--- config.mk ---
export PLATFORM = sky130hd
export DESIGN_NAME = ex_mem_flags_flat
export DESIGN_NICKNAME = d
export VERILOG_FILES = /design/src/rtl/ex_mem_flags_if.sv /design/src/rtl/ex_mem_flags.sv /design/src/flat_wrapper.sv
export SDC_FILE = /design/constraint.sdc
export NUM_CORES = 1
export LEC_CHECK = 0
export BUFFER_PORTS_ARGS = -buffer_cell sky130_fd_sc_hd__buf_2
export CAP_MARGIN = 20
export CORE_UTILIZATION = 30
export DETAILED_ROUTE_END_ITERATION = 6
export SLEW_MARGIN = 10
export SYNTH_ARGS = -nofsm -noshare
export SYNTH_HDL_FRONTEND = slang
export SYNTH_SLANG_ARGS = --single-unit
export TNS_END_PERCENT = 50
--- constraint.sdc ---
create_clock -name clk -period 1.48 [get_ports clk]
set_clock_uncertainty 0.05 [all_clocks]
set_input_delay 0.148 -clock clk [delete_from_list [all_inputs] [get_ports clk]]
set_output_delay 0.148 -clock clk [all_outputs]
set_load 0.05 [all_outputs]
--- src/rtl/ex_mem_flags_if.sv ---
// EX -> MEM pipeline bundle: execute-stage inputs, memory-stage outputs, flag register
// and branch decision.
interface ex_mem_flags_if;
  // Pipeline control
  logic        stall;
  logic        flush;

  // Execute-stage instruction
  logic        ex_valid;
  logic [2:0]  ex_ctl;
  logic        ex_flag_we;
  logic [15:0] alu_result;
  logic [2:0]  alu_flags;
  logic [3:0]  ex_rd;
  logic        ex_reg_we;
  logic        ex_mem_re;
  logic        ex_mem_we;
  logic [15:0] ex_store_data;

  // Branch resolution
  logic        br_check;
  logic [2:0]  br_cond;

  // Memory-stage copies
  logic        mem_valid;
  logic [15:0] mem_result;
  logic [15:0] mem_store_data;
  logic [3:0]  mem_rd;
  logic        mem_reg_we;
  logic        mem_mem_re;
  logic        mem_mem_we;

  // Architectural flags and branch decision
  logic [2:0]  flags_q;
  logic        br_taken;

  modport master (
    output stall, flush, ex_valid, ex_ctl, ex_flag_we, alu_result, alu_flags, ex_rd,
           ex_reg_we, ex_mem_re, ex_mem_we, ex_store_data, br_check, br_cond,
    input  mem_valid, mem_result, mem_store_data, mem_rd, mem_reg_we, mem_mem_re,
           mem_mem_we, flags_q, br_taken
  );

  modport slave (
    input  stall, flush, ex_valid, ex_ctl, ex_flag_we, alu_result, alu_flags, ex_rd,
           ex_reg_we, ex_mem_re, ex_mem_we, ex_store_data, br_check, br_cond,
    output mem_valid, mem_result, mem_store_data, mem_rd, mem_reg_we, mem_mem_re,
           mem_mem_we, flags_q, br_taken
  );
endinterface

--- src/rtl/ex_mem_flags.sv ---
// EX/MEM pipeline register with the architectural Z/V/N flag register and a branch
// condition evaluator that sees the flags being written this cycle.
module ex_mem_flags (
  input logic           clk,
  input logic           rst_n,
  ex_mem_flags_if.slave bus
);

  typedef enum logic [2:0] {
    CtlAdd    = 3'b000,
    CtlSub    = 3'b001,
    CtlPaddsb = 3'b010,
    CtlRed    = 3'b011,
    CtlSll    = 3'b100,
    CtlSra    = 3'b101,
    CtlRor    = 3'b110,
    CtlXor    = 3'b111
  } alu_ctl_e;

  typedef enum logic [2:0] {
    CondNe = 3'b000,
    CondEq = 3'b001,
    CondGt = 3'b010,
    CondLt = 3'b011,
    CondGe = 3'b100,
    CondLe = 3'b101,
    CondOv = 3'b110,
    CondUn = 3'b111
  } br_cond_e;

  localparam int unsigned FlagZ = 2;
  localparam int unsigned FlagV = 1;
  localparam int unsigned FlagN = 0;

  // Flag register
  logic [2:0]  flags_reg_q, flags_d;
  logic        upd;

  // EX/MEM register
  logic        mem_valid_q,  mem_valid_d;
  logic [15:0] mem_result_q, mem_result_d;
  logic [15:0] mem_sdata_q,  mem_sdata_d;
  logic [3:0]  mem_rd_q,     mem_rd_d;
  logic        mem_reg_we_q, mem_reg_we_d;
  logic        mem_mem_re_q, mem_mem_re_d;
  logic        mem_mem_we_q, mem_mem_we_d;

  // Branch evaluation
  logic        flag_z, flag_v, flag_n;
  logic        cond_met;

  assign upd = bus.ex_valid & bus.ex_flag_we & ~bus.stall & ~bus.flush;

  // Flag merge: arithmetic ops write all three flags, shifts/XOR only Z.
  always_comb begin
    flags_d = flags_reg_q;
    if (upd) begin
      case (alu_ctl_e'(bus.ex_ctl))
        CtlAdd, CtlSub:                 flags_d = bus.alu_flags;
        CtlSll, CtlSra, CtlRor, CtlXor: flags_d[FlagZ] = bus.alu_flags[FlagZ];
        CtlPaddsb, CtlRed:              flags_d = flags_reg_q;
        default:                        flags_d = flags_reg_q;
      endcase
    end
  end

  always_ff @(posedge clk or negedge rst_n) begin
    if (!rst_n) begin
      flags_reg_q <= 3'b000;
    end else begin
      flags_reg_q <= flags_d;
    end
  end

  // Branches resolve against flags_d so they see the instruction currently in EX.
  assign flag_z = flags_d[FlagZ];
  assign flag_v = flags_d[FlagV];
  assign flag_n = flags_d[FlagN];

  always_comb begin
    cond_met = 1'b0;
    case (br_cond_e'(bus.br_cond))
      CondNe:  cond_met = ~flag_z;
      CondEq:  cond_met = flag_z;
      CondGt:  cond_met = ~flag_z & ~flag_n;
      CondLt:  cond_met = flag_n;
      CondGe:  cond_met = flag_z | (~flag_z & ~flag_n);
      CondLe:  cond_met = flag_n | flag_z;
      CondOv:  cond_met = flag_v;
      CondUn:  cond_met = 1'b1;
      default: cond_met = 1'b0;
    endcase
  end

  assign bus.br_taken = bus.br_check & cond_met;

  // Flush drops the slot but leaves data fields alone; enables are gated by ex_valid.
  always_comb begin
    mem_valid_d  = mem_valid_q;
    mem_result_d = mem_result_q;
    mem_sdata_d  = mem_sdata_q;
    mem_rd_d     = mem_rd_q;
    mem_reg_we_d = mem_reg_we_q;
    mem_mem_re_d = mem_mem_re_q;
    mem_mem_we_d = mem_mem_we_q;
    if (bus.flush) begin
      mem_valid_d  = 1'b0;
      mem_reg_we_d = 1'b0;
      mem_mem_re_d = 1'b0;
      mem_mem_we_d = 1'b0;
    end else if (!bus.stall) begin
      mem_valid_d  = bus.ex_valid;
      mem_result_d = bus.alu_result;
      mem_sdata_d  = bus.ex_store_data;
      mem_rd_d     = bus.ex_rd;
      mem_reg_we_d = bus.ex_reg_we & bus.ex_valid;
      mem_mem_re_d = bus.ex_mem_re & bus.ex_valid;
      mem_mem_we_d = bus.ex_mem_we & bus.ex_valid;
    end
  end

  always_ff @(posedge clk or negedge rst_n) begin
    if (!rst_n) begin
      mem_valid_q  <= 1'b0;
      mem_result_q <= 16'h0000;
      mem_sdata_q  <= 16'h0000;
      mem_rd_q     <= 4'h0;
      mem_reg_we_q <= 1'b0;
      mem_mem_re_q <= 1'b0;
      mem_mem_we_q <= 1'b0;
    end else begin
      mem_valid_q  <= mem_valid_d;
      mem_result_q <= mem_result_d;
      mem_sdata_q  <= mem_sdata_d;
      mem_rd_q     <= mem_rd_d;
      mem_reg_we_q <= mem_reg_we_d;
      mem_mem_re_q <= mem_mem_re_d;
      mem_mem_we_q <= mem_mem_we_d;
    end
  end

  assign bus.mem_valid      = mem_valid_q;
  assign bus.mem_result     = mem_result_q;
  assign bus.mem_store_data = mem_sdata_q;
  assign bus.mem_rd         = mem_rd_q;
  assign bus.mem_reg_we     = mem_reg_we_q;
  assign bus.mem_mem_re     = mem_mem_re_q;
  assign bus.mem_mem_we     = mem_mem_we_q;
  assign bus.flags_q        = flags_reg_q;

endmodule

--- src/flat_wrapper.sv ---
// flat-port wrapper written by rule: the top's interface ports become plain ports
module ex_mem_flags_flat 
  (clk, rst_n, bus_stall, bus_flush, bus_ex_valid, bus_ex_ctl, bus_ex_flag_we, bus_alu_result, bus_alu_flags, bus_ex_rd, bus_ex_reg_we, bus_ex_mem_re, bus_ex_mem_we, bus_ex_store_data, bus_br_check, bus_br_cond, bus_mem_valid, bus_mem_result, bus_mem_store_data, bus_mem_rd, bus_mem_reg_we, bus_mem_mem_re, bus_mem_mem_we, bus_flags_q, bus_br_taken);
  ex_mem_flags_if bus_i ();
  input logic clk;
  input logic rst_n;
  input wire logic [$bits(bus_i.stall)-1:0] bus_stall;
  input wire logic [$bits(bus_i.flush)-1:0] bus_flush;
  input wire logic [$bits(bus_i.ex_valid)-1:0] bus_ex_valid;
  input wire logic [$bits(bus_i.ex_ctl)-1:0] bus_ex_ctl;
  input wire logic [$bits(bus_i.ex_flag_we)-1:0] bus_ex_flag_we;
  input wire logic [$bits(bus_i.alu_result)-1:0] bus_alu_result;
  input wire logic [$bits(bus_i.alu_flags)-1:0] bus_alu_flags;
  input wire logic [$bits(bus_i.ex_rd)-1:0] bus_ex_rd;
  input wire logic [$bits(bus_i.ex_reg_we)-1:0] bus_ex_reg_we;
  input wire logic [$bits(bus_i.ex_mem_re)-1:0] bus_ex_mem_re;
  input wire logic [$bits(bus_i.ex_mem_we)-1:0] bus_ex_mem_we;
  input wire logic [$bits(bus_i.ex_store_data)-1:0] bus_ex_store_data;
  input wire logic [$bits(bus_i.br_check)-1:0] bus_br_check;
  input wire logic [$bits(bus_i.br_cond)-1:0] bus_br_cond;
  output wire logic [$bits(bus_i.mem_valid)-1:0] bus_mem_valid;
  output wire logic [$bits(bus_i.mem_result)-1:0] bus_mem_result;
  output wire logic [$bits(bus_i.mem_store_data)-1:0] bus_mem_store_data;
  output wire logic [$bits(bus_i.mem_rd)-1:0] bus_mem_rd;
  output wire logic [$bits(bus_i.mem_reg_we)-1:0] bus_mem_reg_we;
  output wire logic [$bits(bus_i.mem_mem_re)-1:0] bus_mem_mem_re;
  output wire logic [$bits(bus_i.mem_mem_we)-1:0] bus_mem_mem_we;
  output wire logic [$bits(bus_i.flags_q)-1:0] bus_flags_q;
  output wire logic [$bits(bus_i.br_taken)-1:0] bus_br_taken;
  assign bus_i.stall = bus_stall;
  assign bus_i.flush = bus_flush;
  assign bus_i.ex_valid = bus_ex_valid;
  assign bus_i.ex_ctl = bus_ex_ctl;
  assign bus_i.ex_flag_we = bus_ex_flag_we;
  assign bus_i.alu_result = bus_alu_result;
  assign bus_i.alu_flags = bus_alu_flags;
  assign bus_i.ex_rd = bus_ex_rd;
  assign bus_i.ex_reg_we = bus_ex_reg_we;
  assign bus_i.ex_mem_re = bus_ex_mem_re;
  assign bus_i.ex_mem_we = bus_ex_mem_we;
  assign bus_i.ex_store_data = bus_ex_store_data;
  assign bus_i.br_check = bus_br_check;
  assign bus_i.br_cond = bus_br_cond;
  assign bus_mem_valid = bus_i.mem_valid;
  assign bus_mem_result = bus_i.mem_result;
  assign bus_mem_store_data = bus_i.mem_store_data;
  assign bus_mem_rd = bus_i.mem_rd;
  assign bus_mem_reg_we = bus_i.mem_reg_we;
  assign bus_mem_mem_re = bus_i.mem_mem_re;
  assign bus_mem_mem_we = bus_i.mem_mem_we;
  assign bus_flags_q = bus_i.flags_q;
  assign bus_br_taken = bus_i.br_taken;
  ex_mem_flags u_core (.clk(clk), .rst_n(rst_n), .bus(bus_i));
endmodule
==> impl_metrics.toml, run 1 <==
[synthesis]
synth_area_leaders = "sky130_fd_sc_hd__dfrtp_1 60%, sky130_fd_sc_hd__mux2_2 23%, sky130_fd_sc_hd__nor2_1 1.7%, sky130_fd_sc_hd__buf_6 1.3%, sky130_fd_sc_hd__mux2i_1 1.1%"
synthesis.nets = 176
syn_area_sq_um = 1780
synth_top_area_share_pct = 60.4
cell_taking_the_most_area_after_synthesis = "sky130_fd_sc_hd__dfrtp_1"
ys.warnings.count = 0
ys_seq_elements = 43
netlist_instances = 121
synth_cell_types = 28
synth.yosys.seq_area_share_pct = 60.4
synth_area_per_cell_sq_um = 14.7

[drt]
drc_violations = 0
dr_total_vias = 1426
wirelength_mm = 4.03
vias_per_cell = 4.60
initialDrtViolationCount = 12
antenna_left = 0
routed_wire_length_per_instance_um = 13.0
drt_first_pass_iters = 2

[setup_path]
timing.critical_path.arrival_ns = 1.78
rr_startpoint = "u_core.bus.flags_q[2]"
start_kind = "flip-flop"
endpoint_kind = "primary output"
worst_r2r_dst = "u_core.bus.flags_q[2]"
reg2reg_slack_ns = 0.42
classification_of_the_worst_setup_path = "reg2out"
required_ns = 1.28
path_max_fanout = 3
worst-r2r-cell-count = 3

[cts]
cts_bufs_inserted = 5
clock_tree_from_tritoncts = "done"
clock_sink_count = 43
cts_htree_levels = 2
clock_pin_slew_reported_for_the_worst_setup_and_hold_paths_after_clock_tree_synthesis_ns = 0.08
root_buffer = "sky130_fd_sc_hd__clkbuf_8"
cts.path.max_buffers = 2
insertion_delay_ns = 0.29

[power]
total_power_mw = 3.45
power.switching_fraction_pct = 38.8
clock_power_share_pct = 22.9
power_report.internal_total_mw = 2.11
seq_power_share_pct = 41.1
pwr-share-comb_pct = 36.0
power.density_nw_per_um2 = 1320
power.leakage_nw = 1.28
peakVddDrop_uv = 640
power.net_switching_mw = 1.34

[floorplan]
floorplan.rows = 27
die-area_sq_um = 6250
start_util_pct = 31.8
die_y_um = 79.1
die_x_um = 79.1
num_io_pins = 99
area_of_the_core_sq_um = 5610

[timing]
finalSetupViolations = 1
setup_ws_ns = -0.503
post-route-period-util_pct = 134
worst_pin_slew_ns = 0.442
finalHoldViolCount = 0
achievable-frequency_ghz = 0.504
finalMaxSlewViolations = 0
grt_setup_unrepaired = "true"
timing.max_slew.rel_slack_pct = 70.5
final.min_clock_period_ns = 1.98
hold_slack_ns = 0.0323
setup-tns-final_ns = -0.503

[final_layout]
final_layout_size_suffix_gt1_share_pct = 69.3
layout.filler_cells = 539
sequential_cell_area_sq_um = 1080
n_antenna_cell = 0
multi_input_comb_area_sq_um = 701
area_growth_syn_to_layout_pct = 46.4
final_net_count = 292
final_standard_cell_count_with_taps_included_and_fillers_excluded = 310

[grt]
global_route_wire_length_before_repair_mm = 6.38
global_route.usage.total_pct = 13.3
grt_antenna_before_repair = 0
first_global_vias = 1399
global_route.overflow_total = 0
largest_net_degree_at_the_start_of_global_routing = 29

[worst_hold_path]
hold_path.startpoint = "bus_ex_rd[3]"
worstHoldEndpoint = "u_core.bus.mem_rd[3]"
min_path_type = "in2reg"
hold_path_depth = 2

[job]
timing.max_cap.violations = 0

[placed_design]
placement.io_buffers = 97
dpl.cell_count = 301
finalWeightedCongestion = 0.743
dp_hpwl_mm = 3.11
placement.setup.worst_slack_ns = -0.439

[run_status]
status = "finished, violations left"
violations = "negative setup slack"
==> critical path, cell delays in order (launching register included) <==
cell	delay, ns
sky130_fd_sc_hd__dfrtp_2	0.42
sky130_fd_sc_hd__a21boi_4	0.14
sky130_fd_sc_hd__a31o_1	0.21
sky130_fd_sc_hd__o311a_1	0.30
sky130_fd_sc_hd__o31a_4	0.28
sky130_fd_sc_hd__buf_8	0.15
==> metrics by stage <==
step                area (sq um)  util (%)
floorplan                   1790         -
global placement            2470      44.0
detailed placement          2470      44.0
CTS                         2600      46.3
global route                2610      46.5
finish                      2610      46.5
==> cells in the final DEF (no fill, tap or decap), drive strengths merged <==
cell type | Yosys | routed
a2bb2oi | 1 | 1
nand2 | 4 | 4
a2111oi | 1 | 1
o31a | 1 | 1
or2b | 1 | 1
dlygate4sd3 | 0 | 1
a31o | 1 | 1
and4bb | 1 | 1
inv | 1 | 1
nand4 | 1 | 1
nor4 | 1 | 1
clkinv | 0 | 1
a311o | 1 | 1
clkbuf | 0 | 6
a311oi | 1 | 1
nor2 | 8 | 8
mux2 | 36 | 36
a21oi | 3 | 3
nand2b | 2 | 2
clkinvlp | 0 | 1
a41oi | 1 | 1
dfrtp | 43 | 43
buf | 5 | 113
a221oi | 1 | 1
a21boi | 1 | 1
nor3 | 1 | 1
mux2i | 2 | 2
o31ai | 1 | 1
nand4bb | 1 | 1
o311a | 1 | 1
==> kinds of logic after synthesis <==
| kind of cell | share of synthesized area [%] |
|---|---|
| compound gates | 7.09 |
| simple gates | 6.32 |
| buf+inv | 2.32 |
| flops | 60.4 |
| mux | 23.9 |
==> area by class of cell <==
cell class	instances	share of cell area, %
clock inverters	2	0.624
clock buffers	6	3.17
multi-input cells	72	26.9
repair buffers	114	24.5
flip-flops and latches	43	41.3
well taps	72	3.45
inverters	1	0.144
==> layer usage <==
layer	part of all wire, %	routed length [um]	up-vias	track usage, %
met5	0	0	-	0
met4	1.3	53	0	4.91
met3	11	425	5	5.06
met2	47	1910	60	22.6
met1	41	1640	686	15.3
li1	-	-	675	-
==> synth_stat cells, drive strengths merged <==
master / number
o31ai: 1
mux2: 36
o311a: 1
or2b: 1
a21boi: 1
nand4: 1
nor3: 1
a41oi: 1
mux2i: 2
nand4bb: 1
a31o: 1
a21oi: 3
and4bb: 1
nor4: 1
nand2: 4
inv: 1
o31a: 1
buf: 5
a311oi: 1
a221oi: 1
a311o: 1
nor2: 8
a2111oi: 1
nand2b: 2
dfrtp: 43
a2bb2oi: 1
==> registers in the layout (all words and copies together), names as in the netlist <==
signal,flops
u_core.bus.mem_mem_re,1
u_core.bus.flags_q,3
u_core.bus.mem_store_data,16
u_core.bus.mem_mem_we,1
u_core.bus.mem_valid,1
u_core.bus.mem_reg_we,1
u_core.bus.mem_rd,4
u_core.bus.mem_result,16
==> power groups by stage <==
stage	Sequential, mW	Combinational (mW)	Clock, mW
floorplan	2.04	0.256	0
global placement	1.44	1.23	0
detailed placement	1.44	1.23	0
CTS	1.42	1.25	0.836
global route	1.44	1.31	0.872
finish	1.42	1.24	0.791
==> how the worst max path moves through the flow <==
stage                          start      endpoint  slack, ns  cells after the start
5_1_grt        u_core.bus.flags_q[2]  bus_br_taken      -0.59                      5
3_5_place_dp               bus_stall  bus_br_taken      -0.44                      7
6_report       u_core.bus.flags_q[2]  bus_br_taken      -0.50                      5
3_3_place_gp               bus_stall  bus_br_taken      -0.42                      7
4_1_cts        u_core.bus.flags_q[2]  bus_br_taken      -0.53                      5
2_1_floorplan  u_core.bus.flags_q[2]  bus_br_taken      -0.31                      4
==> timing repair <==
action / CTS / global route
hold buffers: 1 / 0
endpoints found under the setup margin: 1 / 1
hold endpoints to repair: 17 / 0
buffers inserted: 0 / 0
pin swaps: 1 / 0
gates resized for setup: 4 / 1
No activity file was read; power rests on OpenSTA's default activity.
==> run 2: changes to the inputs <==
--- a/config.mk
+++ b/config.mk
@@ -5,10 +5,11 @@
 export SDC_FILE = /design/constraint.sdc
 export NUM_CORES = 1
 export LEC_CHECK = 0
-export BUFFER_PORTS_ARGS = -buffer_cell sky130_fd_sc_hd__buf_2
 export CAP_MARGIN = 20
 export CORE_UTILIZATION = 30
 export DETAILED_ROUTE_END_ITERATION = 6
+export DONT_BUFFER_PORTS = 1
+export SETUP_SLACK_MARGIN = 0.15
 export SLEW_MARGIN = 10
 export SYNTH_ARGS = -nofsm -noshare
 export SYNTH_HDL_FRONTEND = slang
==> run 2 against run 1 <==
The run ends with negative hold slack, negative setup slack left. Worst hold slack worse by 0.074 ns. Clock power is 2% higher. Non-clock buffer count is 28 lower. Wire length is 6.6% higher. Via count is 6.7% lower. Fmax is 0.27% higher. Utilization is 2.4 points higher. Cell count is 9.0% lower. Die area stayed put. Largest cell class unchanged.
==> impl_metrics.toml, run 2 (synthesis results as in run 1) <==
[timing]
grt_setup_unrepaired = "true"
post-route-period-util_pct = 134
finalMaxSlewViolations = 0
setup-tns-final_ns = -0.498
final.min_clock_period_ns = 1.98
hold_slack_ns = -0.0415
timing.max_slew.rel_slack_pct = 67.2
setup_ws_ns = -0.498
achievable-frequency_ghz = 0.506
finalHoldViolCount = 1
finalSetupViolations = 1
worst_pin_slew_ns = 0.492

[drt]
drc_violations = 0
initialDrtViolationCount = 25
vias_per_cell = 4.72
wirelength_mm = 4.30
routed_wire_length_per_instance_um = 15.2
drt_first_pass_iters = 3
antenna_left = 0
dr_total_vias = 1330

[setup_path]
path_max_fanout = 3
worst-r2r-cell-count = 3
endpoint_kind = "primary output"
worstSetupEndpoint = "bus_br_taken"
classification_of_the_worst_setup_path = "reg2out"
start_kind = "flip-flop"
required_ns = 1.28
timing.critical_path.arrival_ns = 1.78
worst_r2r_dst = "u_core.bus.flags_q[2]"
reg2reg_slack_ns = 0.39
rr_startpoint = "u_core.bus.flags_q[2]"
timing.critical_path.from = "u_core.bus.flags_q[2]"

[grt]
global_route_wire_length_before_repair_mm = 6.60
first_global_vias = 1457
global_route.overflow_total = 0
global_route.usage.total_pct = 13.9
largest_net_degree_at_the_start_of_global_routing = 44
grt_antenna_before_repair = 0

[floorplan]
num_io_pins = 99
area_of_the_core_sq_um = 5610
die_y_um = 79.1
die-area_sq_um = 6250
die_x_um = 79.1
floorplan.rows = 27
start_util_pct = 31.8

[final_layout]
final_layout_size_suffix_gt1_share_pct = 46.7
layout.filler_cells = 504
layout_commonest_cell = "sky130_fd_sc_hd__buf_4"
final_net_count = 264
area_growth_syn_to_layout_pct = 53.9
fin_util_pct = 48.9
n_antenna_cell = 0
layout_common_cells = "44 x sky130_fd_sc_hd__buf_4, 42 x sky130_fd_sc_hd__dfrtp_1, 41 x sky130_fd_sc_hd__dlygate4sd3_1"

[cts]
clock_tree_from_tritoncts = "done"
clock_sink_count = 43
clock_pin_slew_reported_for_the_worst_setup_and_hold_paths_after_clock_tree_synthesis_ns = 0.08
root_buffer = "sky130_fd_sc_hd__clkbuf_8"
cts_htree_levels = 2
cts.path.max_buffers = 2
postCtsSetupRepairBufs = 0
insertion_delay_ns = 0.29
cts_bufs_inserted = 5

[power]
peakVddDrop_uv = 521
power.leakage_nw = 1.19
power.density_nw_per_um2 = 1290

[worst_hold_path]
hold_path.startpoint = "bus_alu_flags[1]"
hold_path_depth = 2
min_path_type = "in2reg"

[run_status]
status = "finished, violations left"
violations = "negative hold slack, negative setup slack"

[job]
timing.max_cap.violations = 0

[placed_design]
placement.setup.worst_slack_ns = -0.228
dp_hpwl_mm = 2.82
finalWeightedCongestion = 0.765
placement.io_buffers = 0
-- run 2: cell count changes in the layout (fill, tap and decap cells not counted), sizes merged --
| cell | before | now |
|---|---|---|
| clkbuf | 6 | 7 |
| buf | 113 | 45 |
| clkinv | 1 | 0 |
| dlygate4sd3 | 1 | 41 |
-- run 2: layout make-up --
type	count	area [sq um]	area share (%)
Timing Repair Buffer	86	761	27.7
Sequential cell	43	1080	39.3
Tap cell	72	90.1	3.28
Multi-Input combinational cell	72	707	25.8
Clock buffer	7	96.3	3.51
Clock inverter	1	7.51	0.274
Inverter	1	3.75	0.137
-- run 2: metal layers --
layer	GRT usage, %	wire length, um
met5	0	0
met4	4.73	47
met1	13.3	1520
met2	27.2	2350
met3	4.83	380
-- run 2: worst min-delay path by stage --
| stage | end |
|---|---|
| 4_1_cts | u_core.bus.flags_q[1] |
| 6_report | u_core.bus.flags_q[1] |
| 2_1_floorplan | u_core.bus.flags_q[0] |
| 3_3_place_gp | u_core.bus.mem_result[9] |
| 3_5_place_dp | u_core.bus.mem_result[4] |
| 5_1_grt | u_core.bus.flags_q[1] |
-- run 2: stage by stage --
step | instances | hold WS [ns] | total power [mW] | cell area, sq um
floorplan | 121 | -0.198 | 2.29 | 1790
global placement | 232 | -0.197 | 2.60 | 2180
detailed placement | 232 | -0.196 | 2.63 | 2180
CTS | 281 | -0.0536 | 3.57 | 2710
global route | 282 | -0.0426 | 3.72 | 2740
finish | 282 | -0.0415 | 3.54 | 2740
-- run 2: where the power goes --
part / internal (mW) / leakage (nW) / switching (mW)
registers: 1.34 / 0.514 / 0.101
logic: 0.472 / 0.631 / 0.820
clock network: 0.424 / 0.0505 / 0.384
-- run 2: critical path: stages (launching register included) --
cell                       delay (ns)
sky130_fd_sc_hd__dfrtp_2         0.42
sky130_fd_sc_hd__a21boi_4        0.15
sky130_fd_sc_hd__a31o_1          0.21
sky130_fd_sc_hd__o311a_1         0.34
sky130_fd_sc_hd__o31a_4          0.36
-- run 2: repair_timing --
action,in CTS,in global routing
hold endpoints to repair,85,2
setup endpoints to repair,1,1
resized for setup,1,2
hold buffers,41,1
==> run 3: changes to the inputs <==
--- a/config.mk
+++ b/config.mk
@@ -9,6 +9,7 @@
 export CORE_UTILIZATION = 30
 export DETAILED_ROUTE_END_ITERATION = 6
 export DONT_BUFFER_PORTS = 1
+export PLACE_DENSITY = 0.42
 export SETUP_SLACK_MARGIN = 0.15
 export SLEW_MARGIN = 10
 export SYNTH_ARGS = -nofsm -noshare
==> constraint.sdc (replaced) <==
create_clock -name clk -period 1.48 [get_ports clk]
set_clock_uncertainty 0.05 [all_clocks]
set_input_delay 0.296 -clock clk [delete_from_list [all_inputs] [get_ports clk]]
set_output_delay 0.296 -clock clk [all_outputs]
set_load 0.05 [all_outputs]
==> run 3 against run 2 <==
The flow still finishes with violations (negative hold slack, negative setup slack). Global-route usage decreased by 1.6 points. Wire length decreased by 17%. Sequential cell count unchanged.
==> impl_metrics.toml, run 3 (synthesis results as in run 1) <==
[final_layout]
finish.instance_area_sq_um = 2090
sequential_cell_area_sq_um = 1080
final_net_count = 190
layout_commonest_cell = "sky130_fd_sc_hd__dfrtp_1"
n_antenna_cell = 0
layout.filler_cells = 548
area_growth_syn_to_layout_pct = 17.6
final_layout_size_suffix_gt1_share_pct = 47.8
multi_input_comb_area_sq_um = 701
layout_common_cells = "39 x sky130_fd_sc_hd__dfrtp_1, 36 x sky130_fd_sc_hd__mux2_2, 7 x sky130_fd_sc_hd__nor2_1, 7 x sky130_fd_sc_hd__buf_4, 6 x sky130_fd_sc_hd__clkbuf_8"

[floorplan]
area_of_the_core_sq_um = 5610
die_x_um = 79.1
num_io_pins = 99
start_util_pct = 31.8
die_y_um = 79.1
die-area_sq_um = 6250
floorplan.rows = 27

[grt]
global_route.overflow_total = 0
global_route.peak_usage_layer = "met2"
grt_util_met1_pct = 12.7
use_met2_pct = 22.0
grt_antenna_before_repair = 0
grt.met3_usage_pct = 6.09
global_route.usage.total_pct = 12.4
largest_net_degree_at_the_start_of_global_routing = 44
global_route_wire_length_before_repair_mm = 5.84
first_global_vias = 1182

[drt]
routed_wire_length_per_instance_um = 17.1
initialDrtViolationCount = 28
drt_first_pass_iters = 3
vias_per_cell = 5.10
drc_violations = 0
antenna_left = 0
wirelength_mm = 3.55
dr_total_vias = 1060

[cts]
postCtsSetupRepairBufs = 0
clock_tree_from_tritoncts = "done"
clock_sink_count = 43
clock_pin_slew_reported_for_the_worst_setup_and_hold_paths_after_clock_tree_synthesis_ns = 0.08
root_buffer = "sky130_fd_sc_hd__clkbuf_8"
cts_bufs_inserted = 5
cts_htree_levels = 2
cts.path.max_buffers = 2
insertion_delay_ns = 0.28

[placed_design]
placement.io_buffers = 0
dp_hpwl_mm = 2.60
post_dp_cell_area_sq_um = 1950
placement.setup.worst_slack_ns = -0.466
finalWeightedCongestion = 0.696

[timing]
finalHoldViolCount = 43
post-route-period-util_pct = 141
finalMaxSlewViolations = 0
grt_setup_unrepaired = "true"
hold_slack_ns = -0.355
setup_ws_ns = -0.600
finalSetupViolations = 1
achievable-frequency_ghz = 0.481
final.min_clock_period_ns = 2.08
timing.max_slew.rel_slack_pct = 67.1
worst_pin_slew_ns = 0.494

[run_status]
status = "finished, violations left"
violations = "negative hold slack, negative setup slack"

[worst_hold_path]
min_path_type = "in2async"

[power]
peakVddDrop_uv = 610
power.net_switching_mw = 1.22
clock_power_share_pct = 23.8
power_report.internal_total_mw = 1.97
power.leakage_nw = 0.861
pwr-share-comb_pct = 13.9
seq_power_share_pct = 62.3
power.density_nw_per_um2 = 1530
power.switching_fraction_pct = 38.3

[setup_path]
path_max_fanout = 3
timing.critical_path.arrival_ns = 1.73
classification_of_the_worst_setup_path = "reg2out"
start_kind = "flip-flop"
endpoint_kind = "primary output"
required_ns = 1.13

[job]
timing.max_cap.violations = 0
-- run 3: final timing paths --
| kind | from | cells after the start | endpoint | slack [ns] |
|---|---|---|---|---|
| max | u_core.bus.flags_q[2] | 4 | bus_br_taken | -0.60 |
| min | rst_n | 0 | u_core.bus.mem_result[12] | -0.36 |
| max reg2reg | u_core.bus.mem_store_data[8] | 1 | u_core.bus.mem_store_data[8] | 0.40 |
| min reg2reg | u_core.bus.flags_q[0] | 2 | u_core.bus.flags_q[0] | 0.58 |
| max in group asynchronous | rst_n | 0 | u_core.bus.mem_store_data[0] | 1.64 |
| min in group clk | bus_flush | 1 | u_core.bus.mem_mem_we | 0.02 |
-- run 3: timing repair --
| item | in CTS | in global routing |
|---|---|---|
| gates resized for setup | 3 | 7 |
| hold endpoints to repair | 43 | 44 |
| setup endpoints to repair | 3 | 6 |
-- run 3: worst max-delay path: stages, from the launching register on --
cell and delay, ns:
sky130_fd_sc_hd__dfrtp_2 0.40, sky130_fd_sc_hd__a21boi_4 0.14, sky130_fd_sc_hd__a31o_1 0.20, sky130_fd_sc_hd__o311a_1 0.34, sky130_fd_sc_hd__o31a_4 0.36
-- run 3: power groups by stage --
stage                     combinational [mW]  clock, mW  sequential, mW
after floorplan                        0.256          0            2.04
after global placement                 0.399          0            2.02
after detailed placement               0.413          0            2.01
after CTS                              0.426      0.800            1.99
after global routing                   0.478      0.853            2.02
final                                  0.443      0.760            1.99
-- run 3: stage by stage --
step                      total power [mW]  hold slack, ns  instances  utilization, %  setup TNS [ns]
after floorplan                       2.29         -0.0496        121               -           -3.70
after global placement                2.41         -0.0485        199            34.7          -0.442
after detailed placement              2.43         -0.0486        199            34.7          -0.466
after CTS                             3.22          -0.370        207            36.7          -0.609
after global routing                  3.35          -0.385        208            37.3          -0.653
final                                 3.20          -0.355        208            37.3          -0.600
-- run 3: metal layers --
layer	part of all wire, %	wire [um]	vias up
met5	0	0	-
li1	-	-	468
met3	11	394	4
met2	51	1830	62
met1	37	1300	526
met4	0.93	33	0
-- run 3: final cells by class --
class | instances | area share (%)
sequential | 43 | 51.6
multi-input combinational | 72 | 33.5
timing repair buffer | 12 | 5.91
tap | 72 | 4.30
clock buffer | 7 | 4.12
clock inverter | 1 | 0.418
inverter | 1 | 0.179
